$ cat src/rtl/rom_arb_pkg.sv
// Shared types and constants for the two-port program-ROM arbiter.
package rom_arb_pkg;

  localparam int DEF_ADDR_WIDTH = 15;
  localparam int DEF_DATA_WIDTH = 8;

  localparam logic PORT_A = 1'b0;
  localparam logic PORT_B = 1'b1;

  typedef enum logic [1:0] {
    IDLE = 2'd0,
    READ = 2'd1,
    ACK  = 2'd2
  } arb_state_e;

endpackage : rom_arb_pkg

$ cat src/rtl/rr_pick2.sv
// Two-way request picker. Round-robin by default; fixed priority to port A
// when ROM_ARB_FIXED_PRIO_EN is defined. Output is only meaningful when a request is present.
module rr_pick2
  import rom_arb_pkg::*;
(
  input  logic [1:0] req,
  input  logic       last_grant,
  output logic       grant
);

`ifdef ROM_ARB_FIXED_PRIO_EN
  logic unused_last_grant;

  assign unused_last_grant = last_grant;
  assign grant             = req[PORT_A] ? PORT_A : PORT_B;
`else
  always_comb begin
    // NOTE: every path assigns grant, so no latch can be inferred here.
    if (req == 2'b11) begin
      grant = ~last_grant;
    end else begin
      grant = req[PORT_B];
    end
  end
`endif

endmodule : rr_pick2

$ cat src/rtl/rom_arbiter.sv
// Shares one program ROM between the CPU fetch path (A) and a secondary reader (B).
// Arbitration mode is selected by the ROM_ARB_FIXED_PRIO_EN macro inside rr_pick2.
module rom_arbiter
  import rom_arb_pkg::*;
#(
  parameter int ADDR_WIDTH = DEF_ADDR_WIDTH,
  parameter int DATA_WIDTH = DEF_DATA_WIDTH
) (
  input  logic                  clk,
  input  logic                  reset,
  input  logic                  a_req,
  input  logic [ADDR_WIDTH-1:0] a_addr,
  output logic                  a_ack,
  output logic [DATA_WIDTH-1:0] a_rdata,
  input  logic                  b_req,
  input  logic [ADDR_WIDTH-1:0] b_addr,
  output logic                  b_ack,
  output logic [DATA_WIDTH-1:0] b_rdata,
  output logic                  rom_oe,
  output logic [ADDR_WIDTH-1:0] rom_addr,
  input  logic [DATA_WIDTH-1:0] rom_data,
  output logic                  busy,
  output logic                  grant_b
);

  arb_state_e            state_q;
  logic [ADDR_WIDTH-1:0] addr_q;
  logic [DATA_WIDTH-1:0] a_rdata_q;
  logic [DATA_WIDTH-1:0] b_rdata_q;
  logic                  grant_b_q;
  logic                  last_grant_q;
  logic                  a_ack_q;
  logic                  b_ack_q;
  logic                  busy_q;
  logic                  pick;

  rr_pick2 u_pick (
    .req        ({b_req, a_req}),
    .last_grant (last_grant_q),
    .grant      (pick)
  );

  always_ff @(posedge clk or posedge reset) begin
    if (reset) begin
      state_q      <= IDLE;
      addr_q       <= '0;
      a_rdata_q    <= '0;
      b_rdata_q    <= '0;
      grant_b_q    <= PORT_A;
      last_grant_q <= PORT_B;
      a_ack_q      <= 1'b0;
      b_ack_q      <= 1'b0;
      busy_q       <= 1'b0;
    end else begin
      // NOTE: non-blocking assignments so every register samples pre-edge values.
      case (state_q)
        IDLE: begin
          if (a_req || b_req) begin
            state_q   <= READ;
            grant_b_q <= pick;
            addr_q    <= pick ? b_addr : a_addr;
            busy_q    <= 1'b1;
          end
        end
        READ: begin
          state_q <= ACK;
          if (grant_b_q) begin
            b_rdata_q <= rom_data;
            b_ack_q   <= 1'b1;
          end else begin
            a_rdata_q <= rom_data;
            a_ack_q   <= 1'b1;
          end
        end
        ACK: begin
          state_q      <= IDLE;
          a_ack_q      <= 1'b0;
          b_ack_q      <= 1'b0;
          busy_q       <= 1'b0;
          last_grant_q <= grant_b_q;
        end
        default: state_q <= IDLE;
      endcase
    end
  end

  // The ROM strobe and address come straight from registers, never from req.
  assign rom_oe   = (state_q == READ);
  assign rom_addr = addr_q;

  assign a_ack    = a_ack_q;
  assign b_ack    = b_ack_q;
  assign a_rdata  = a_rdata_q;
  assign b_rdata  = b_rdata_q;
  assign busy     = busy_q;
  assign grant_b  = grant_b_q;

endmodule : rom_arbiter

$ cat config.mk
export PLATFORM = sky130hd
export DESIGN_NAME = rom_arbiter
export DESIGN_NICKNAME = d
export VERILOG_FILES = /design/src/rtl/rom_arb_pkg.sv /design/src/rtl/rr_pick2.sv /design/src/rtl/rom_arbiter.sv
export SDC_FILE = /design/constraint.sdc
export NUM_CORES = 1
export LEC_CHECK = 0
export ABC_AREA = 1
export CORE_MARGIN = 2
export CORE_UTILIZATION = 37
export CTS_CLUSTER_SIZE = 30
export DETAILED_ROUTE_END_ITERATION = 7
export PLACE_DENSITY_LB_ADDON = 0.08
export SETUP_SLACK_MARGIN = 0.3
export SLEW_MARGIN = 0
export SYNTH_ARGS = -nofsm -noshare
export SYNTH_HDL_FRONTEND = slang
export SYNTH_HIERARCHICAL = 1
export SYNTH_SLANG_ARGS = --single-unit
$ cat constraint.sdc
create_clock -name clk -period 1.29 [get_ports clk]
set_input_delay 0.258 -clock clk [delete_from_list [all_inputs] [get_ports clk]]
set_output_delay 0.258 -clock clk [all_outputs]
set_load 0.005 [all_outputs]
======== Yosys cells after proc, flatten, opt, wreduce, memory -nomap -nowiden ========
Cells that the tools add are included.
word-level totals
  register bits ........................... 38
  input bits .............................. 42
  output and inout bits ................... 36
  word-level logic and storage cells ...... 37
operators by class
  equal/unequal tests ..................... 6
  multiplexer cells ....................... 10
  bitwise operators ....................... 2
  reduce and logical (&&, ||, !) cells .... 10
operators by type and width
  cell                                                                     count
  15-bit two-way mux                                                       1
  2-bit AND reduction                                                      6
  1-bit case mux with 2 select lines                                       3
  2-bit equality test, second input constant                               2
  1-bit two-way mux                                                        4
  2-bit inequality test, second input constant                             2
  2-bit case mux with 2 select lines                                       1
  2-bit nonzero test                                                       2
  2-bit by 1-bit equality test with 1-bit output, second input constant    1
  2-bit logical NOT                                                        1
  2-bit two-way mux                                                        1
  2-bit by 1-bit inequality test with 1-bit output, second input constant  1
  1-bit NOT                                                                2
  1-bit logical OR                                                         1

======== Depth between registers and ports, before layout ========
Gate-level depths: netlist of the first run.
  word-level depth ........................ 3
  mapped depth ............................ 9
  depth with buffers taken out ............ 7

======== By module ========
Netlist of the first run, hierarchy kept.
by module, submodules not included
  module       times used  cells an instance  area an instance (sq um)
  rom_arbiter  1           212                1,672.9
  rr_pick2     1           2                  12.5

======== Worst setup path after synthesis of the first run ========
No wires, ideal clock.
  path type ............................... register to register
  start ................................... register last_grant_q
  end ..................................... register addr_q[0], in the netlist rom_addr[0]
  data arrival time ....................... 1.165 ns
  required time ........................... 1.225 ns
  slack ................................... 0.061 ns
  cell stages (with the launch flop) ...... 9
  buffers on the path ..................... 2
  cell sequence ........................... dfstp_2 a21oi_2 buf_2 inv_1 buf_4 nand2_1 nand2_1 nand2_1 nand2_1
between the ends
  cells in the longest elaborated chain, start to end .. 3
RTL lines
  what                    line               source
  start, declared         rom_arbiter.sv:31  logic last_grant_q;
  start signal, assigned  rom_arbiter.sv:80  last_grant_q <= grant_b_q;
  1-bit NOT               rr_pick2.sv:20     grant = ~last_grant;
  1-bit two-way mux       rr_pick2.sv:19     if (req == 2'b11) begin
  net pick                rom_arbiter.sv:35  logic pick;
  15-bit two-way mux      rom_arbiter.sv:61  addr_q <= pick ? b_addr : a_addr;
  end signal, assigned    rom_arbiter.sv:61
  end, declared           rom_arbiter.sv:27  logic [ADDR_WIDTH-1:0] addr_q;
The timed path passes the listed nets, and every way through them passes these cells.
A chain may end at the register's enable or synchronous reset.

======== Worst setup path after layout of the first run ========
  start ................................... register state_q[1]
  end ..................................... output port rom_oe
between the ends
  cells in the longest elaborated chain, start to end .. 1
RTL lines
  what                                            line               source
  start, declared                                 rom_arbiter.sv:26  arb_state_e state_q;
  start signal, assigned                          rom_arbiter.sv:45  state_q <= IDLE;
  start signal, assigned                          rom_arbiter.sv:59  state_q <= READ;
  start signal, assigned                          rom_arbiter.sv:66  state_q <= ACK;
  2-bit by 1-bit equality test with 1-bit output  rom_arbiter.sv:88  assign rom_oe = (state_q == READ);
  end, declared                                   rom_arbiter.sv:19  output logic rom_oe,
No other way between the ends.

==> results.py, run 1 <==
metrics = {
    "timing": {
        "maxSlewHeadroom": 0.837,
        "skew_ns": 0.00603,
        "rsz0062_at_grt": "yes",
        "clock.fmax_mhz": 841,
        "setup_slack_ns": 0.101,
        "post-route-period-util": 0.922,
        "finalSetupTns_ns": 0,
        "hold_viol": 0,
        "worst_pin_slew_ns": 0.243,
        "whs_ns": 0.213,
        "maxSlewViolCount": 0,
        "period_needed_ns": 1.19,
        "setup_violations": 0,
    },
    "drt": {
        "via_per_inst": 4.56,
        "drc": 0,
        "drtIter0Drc": 106,
        "vias": 1733,
        "first_pass_iters": 4,
        "ant_nets": 0,
        "postRouteWirelength_um": 4500,
        "routedWlPerCell_um": 11.8,
    },
    "clocking": {
        "cts.sinks": 38,
        "cts_tree": "built",
        "worstSkewPairLatency_ns": 0.29,
        "cts-root-buf": "clkbuf_8",
        "clockBufferDepth": 2,
        "numCtsBuffers": 5,
        "path_clk_slew_ns": 0.08,
        "hold_buffers": 0,
        "htreeDepth": 2,
    },
    "global_routing": {
        "grt_pass1_wl_um": 7460,
        "grt_max_degree": 29,
        "track_usage": 0.183,
        "grt_pass1_vias": 1621,
        "antenna_found_initial": 0,
        "grt_overflow": 0,
    },
    "setup_path": {
        "critical_path.max_stage_delay_ns": 0.41,
        "r2r_setup_slack_ns": 0.14,
        "cp-start-kind": "flop",
        "arrival_ns": 0.93,
        "cp_slowest_cell": "dfrtp_1",
        "critPathMaxFanout": 2,
        "crit_cells": 2,
        "reg2reg_from": "last_grant_q",
        "crit_path_cell_trace": "nor2_4 > buf_6",
        "r2r_end": "rom_addr[0]",
        "cp-endpoint": "rom_oe",
        "cp.required_ns": 1.03,
        "path_delay_family": "flip-flops",
        "end_kind": "primary output",
        "worst-setup-path-type": "flop to primary output",
        "startpoint": "state_q[1]",
        "cp_num_buf_inv": 1,
        "reg2reg_depth": 7,
    },
    "placement": {
        "hpwl_um": 3010,
        "globalplace.congestion": 0.781,
        "dpl_cell_area_um2": 2580,
        "dpl_worst_slack_ns": -0.248,
        "port_buffers": 77,
    },
    "yosys": {
        "synth_seq_cells": 38,
        "yosysSeqAreaShare": 0.565,
        "ys_warn_count": 6,
        "synth_flop_cell": "dfrtp_1",
        "syn_avg_cell_area_um2": 7.88,
        "syn_inst": 214,
        "synth_cell_types": 15,
        "netlist_area_um2": 1690,
        "synth_enable_flop_cells": 0,
        "ys_async_sr_fraction": 1.00,
        "syn_nets": 256,
    },
    "floorplan": {
        "die_y_um": 71.5,
        "coreArea_um2": 4380,
        "initial_core_util": 0.384,
        "dieArea_um2": 5110,
        "rows": 24,
        "ios": 78,
        "die_w_um": 71.5,
    },
    "layout": {
        "final_util": 0.645,
        "layout-drive-gt1-share": 0.302,
        "fillerInstances": 399,
        "layout_commonest_cell": "nand2_1",
        "fin_nets": 369,
        "layout_common_cells": "128 x nand2_1, 39 x clkdlybuf4s50_1, 37 x dfrtp_1, 35 x buf_2, 27 x buf_4",
        "final_area_um2": 2830,
        "n_antenna_cell": 0,
        "areaGrowthSynthToFinish_pct": 67.8,
    },
    "status": {
        "status": "complete, no violations",
    },
    "pwr": {
        "p_per_area_nw_per_um2": 2210,
        "worst_ir_drop_vdd_v": 0.000837,
        "p_leak_nw": 1.57,
    },
    "min_path": {
        "min-delay-path-class": "input pin to asynchronous set/reset pin",
    },
    "flow_run": {
        "drv_cap": 0,
    },
}
## layout make-up
cell class	count	area [um^2]	area share
Sequential cell	38	952	0.337
Timing Repair inverter	1	11.3	0.00398
Timing Repair Buffer	111	901	0.319
Multi-Input combinational cell	162	716	0.253
Clock buffer	6	82.6	0.0292
Inverter	8	40.0	0.0142
Clock inverter	2	60.1	0.0212
Tap cell	52	65.1	0.0230
## worst min path at each step
| stage | from | end | cells after the start |
|---|---|---|---|
| detailed placement | b_rdata[0] | b_rdata[0] | 2 |
| global placement | a_rdata[7] | a_rdata[7] | 2 |
| finish | reset | a_rdata[7] | 2 |
| CTS | reset | a_ack | 2 |
| floorplan | reset | a_ack | 1 |
| global route | reset | a_rdata[7] | 2 |
## worst register-to-register path, delay by kind of cell (launching register included)
kind                   cells  cell delay, ns
DFF                        1            0.39
buffers and inverters      2            0.21
and+or+nand+nor            4            0.18
AOI/OAI and AO/OA          1            0.25
## kinds of logic after synthesis
group,count (synthesis),synth area share
buf+inv,15,0.0468
flops,38,0.565
compound gates,2,0.00816
simple gates,159,0.380
## metrics by stage
| stage | instances | power, W |
|---|---|---|
| 3_5_place_dp | 347 | 0.00486 |
| 6_report | 380 | 0.00624 |
| 5_1_grt | 380 | 0.00674 |
| 2_1_floorplan | 214 | 0.00333 |
| 3_3_place_gp | 347 | 0.00482 |
| 4_1_cts | 370 | 0.00607 |
## power breakdown
part	switching, W	internal (W)	leakage (nW)
registers	0.000289	0.00177	0.465
clock network	0.000425	0.000825	0.0714
logic	0.00144	0.00149	1.04
total	0.00215	0.00409	1.57
## state kept, by name, indices dropped and copies added, names as in the netlist
signal,cells
b_ack,1
grant_b,1
a_rdata,8
state_q,2
b_rdata,8
rom_addr,15
last_grant_q,1
a_ack,1
busy,1
## what timing repair did
action | in CTS | in global routing
endpoints found under the setup margin | 73 | 73
setup buffers | 14 | 9
pin swaps | 2 | 10
resized for setup | 153 | 16
endpoints found under the hold margin | 0 | 0
gates cloned | 1 | 1
## routing by layer
metal | routed length, um | vias to the layer above | share of wire | track usage
met2 | 2100 | 63 | 0.47 | 0.293
met3 | 356 | 7 | 0.079 | 0.0563
met1 | 2000 | 783 | 0.44 | 0.246
met5 | 0 | - | 0 | 0
met4 | 45 | 0 | 0.010 | 0.0440
li1 | - | 880 | - | -
## synth_stat cells, types with 2 or more instances
cell type / count / area share
nand2_1: 134 / 0.30
dfrtp_1: 37 / 0.55
nand3_1: 17 / 0.050
inv_1: 6 / 0.013
buf_2: 3 / 0.0089
buf_4: 3 / 0.013
nand2_2: 3 / 0.011
nor2_1: 3 / 0.0067
nor2_4: 2 / 0.013
(Power assumes the default switching activity.)
==> run 2, diff against run 1 <==
--- a/config.mk
+++ b/config.mk
@@ -11,6 +11,7 @@
 export CTS_CLUSTER_SIZE = 30
 export DETAILED_ROUTE_END_ITERATION = 7
 export PLACE_DENSITY_LB_ADDON = 0.08
+export REMOVE_ABC_BUFFERS = 1
 export SETUP_SLACK_MARGIN = 0.3
 export SLEW_MARGIN = 0
 export SYNTH_ARGS = -nofsm -noshare
==> run 2 against run 1 <==
  * Critical path depth rose by 5
  * Via count increased by 2.1%
  * Non-clock buffer count increased by 7
  * Cell count grew 2.1%
  * Largest power group unchanged
  * Worst setup slack worse by 0.039 ns
  * Register-to-register slack lost 0.08 ns
  * Clock skew down 0.0015 ns
  * Sequential cell count is the same
  * Sequential power up 2%
  * Highest routed layer unchanged
==> results.py, run 2 (synthesis gave the netlist of run 1 again) <==
metrics = {
    "setup_path": {
        "cp_num_buf_inv": 2,
        "cp-start-kind": "flop",
        "path_delay_family": "flip-flops",
        "critical_path.max_stage_delay_ns": 0.56,
        "r2r_end": "rom_addr[5]",
        "worst-setup-path-type": "flop to flop",
        "critPathMaxFanout": 8,
        "startpoint": "last_grant_q",
        "end_kind": "flop",
        "r2r_setup_slack_ns": 0.06,
        "arrival_ns": 1.41,
        "crit_cells": 7,
        "cp.required_ns": 1.47,
        "crit_path_cell_trace": "a21oi_4 > buf_6 > clkbuf_16 > nand2_1 > nand2_1 > nand2_1 > nand2_1",
        "critPathMostFrequentCell": "nand2_1",
        "reg2reg_depth": 7,
        "cp-endpoint": "rom_addr[5]",
        "cp_slowest_cell": "dfstp_2",
        "reg2reg_from": "last_grant_q",
    },
    "clocking": {
        "cts_tree": "built",
        "numCtsBuffers": 5,
        "cts.sinks": 38,
        "path_clk_slew_ns": 0.08,
        "worstSkewPairLatency_ns": 0.29,
        "htreeDepth": 2,
        "cts-root-buf": "clkbuf_8",
        "clockBufferDepth": 2,
    },
    "pwr": {
        "p_per_area_nw_per_um2": 2210,
        "p_leak_nw": 1.63,
        "worst_ir_drop_vdd_v": 0.000805,
    },
    "placement": {
        "globalplace.congestion": 0.731,
        "port_buffers": 77,
        "dp_cells": 344,
        "hpwl_um": 2950,
    },
    "min_path": {
        "min-delay-path-class": "input pin to asynchronous set/reset pin",
    },
    "layout": {
        "layout_common_cells": "95 x nand2_1, 39 x clkdlybuf4s50_1, 38 x nand2_2, 37 x dfrtp_1, 36 x buf_2",
        "largest_reg_flops": 15,
        "fin_nets": 377,
        "layout_commonest_cell": "nand2_1",
        "n_antenna_cell": 0,
        "fin_cells": 388,
        "final_util": 0.715,
        "layout-drive-gt1-share": 0.452,
        "areaGrowthSynthToFinish_pct": 86.0,
    },
    "drt": {
        "via_per_inst": 4.56,
        "drtIter0Drc": 89,
        "first_pass_iters": 4,
        "postRouteWirelength_um": 5260,
        "drc": 0,
        "vias": 1770,
        "routedWlPerCell_um": 13.5,
        "ant_nets": 0,
    },
    "timing": {
        "skew_ns": 0.00456,
        "hold_viol": 0,
        "setup_violations": 0,
        "maxSlewViolCount": 0,
        "whs_ns": 0.315,
        "rsz0062_at_grt": "yes",
        "worst_pin_slew_ns": 0.230,
        "period_needed_ns": 1.23,
        "clock.fmax_mhz": 814,
        "maxSlewHeadroom": 0.846,
        "post-route-period-util": 0.952,
    },
    "floorplan": {
        "initial_core_util": 0.384,
        "ios": 78,
        "die_y_um": 71.5,
        "coreArea_um2": 4380,
        "die_w_um": 71.5,
        "dieArea_um2": 5110,
        "rows": 24,
    },
    "status": {
        "status": "complete, no violations",
    },
    "flow_run": {
        "drv_cap": 0,
    },
    "global_routing": {
        "grt_pass1_wl_um": 7980,
        "grt_overflow": 0,
        "grt_max_degree": 34,
        "track_usage": 0.200,
        "grt_pass1_vias": 1737,
        "antenna_found_initial": 0,
    },
}
[run 2: cell count changes in the layout (fill, tap and decap cells not counted), sizes merged]
cell	previous run	this run
clkinv	2	3
dlymetal6s2s	2	0
buf	70	74
dlygate4sd2	0	2
bufinv	2	1
nand2	138	140
clkbuf	6	8
[run 2: layer usage]
layer / vias up / global-route usage / part of all wire
met5: - / 0 / 0
met4: 0 / 0.0440 / 0.0088
li1: 901 / - / -
met3: 6 / 0.0577 / 0.062
met1: 802 / 0.242 / 0.41
met2: 61 / 0.353 / 0.52
[run 2: worst min-delay path, cell delays in order]
cell	delay [ns]
clkdlybuf4s50_1	0.40
inv_1	0.11
buf_4	0.17
[run 2: layout make-up]
cell class,count,area (um^2)
Fill cell,345,1250
Timing Repair Buffer,118,1050
Sequential cell,38,952
Multi-Input combinational cell,164,926
Clock buffer,5,68.8
Tap cell,52,65.1
Clock inverter,3,40.0
Inverter,8,35.0
[run 2: power by group]
group	internal, W	switching, W	total, W
logic	0.00195	0.00187	0.00382
clock network	0.000569	0.000421	0.000990
registers	0.00178	0.000337	0.00211
total	0.00430	0.00263	0.00693
[run 2: repair_timing]
action / in CTS / in global routing
cloned: 3 / 3
pin swaps: 5 / 29
endpoints found under the hold margin: 0 / 0
buffers inserted: 20 / 10
resized for setup: 171 / 60
endpoints found under the setup margin: 72 / 73
hold buffers: 0 / 0
[run 2: stage by stage]
step | instance area, um^2 | total power, W | setup TNS [ns] | worst slack (ns)
after floorplan | 1640 | 0.00317 | -1.88 | -0.125
after global placement | 2540 | 0.00477 | -4.25 | -0.277
after detailed placement | 2540 | 0.00481 | -4.56 | -0.292
after CTS | 2790 | 0.00606 | 0 | 0.0488
after global routing | 3140 | 0.00742 | 0 | 0.00218
final | 3140 | 0.00693 | 0 | 0.0616
[run 2: worst min-delay path by stage]
stage | startpoint | to | slack (ns) | depth (start not counted)
2_1_floorplan | rom_data[0] | a_rdata[0] | 0.40 | 2
3_3_place_gp | a_rdata[2] | a_rdata[2] | 0.45 | 2
3_5_place_dp | a_rdata[2] | a_rdata[2] | 0.46 | 2
4_1_cts | reset | rom_addr[14] | 0.31 | 3
5_1_grt | reset | rom_addr[13] | 0.33 | 3
6_report | reset | rom_addr[14] | 0.32 | 3
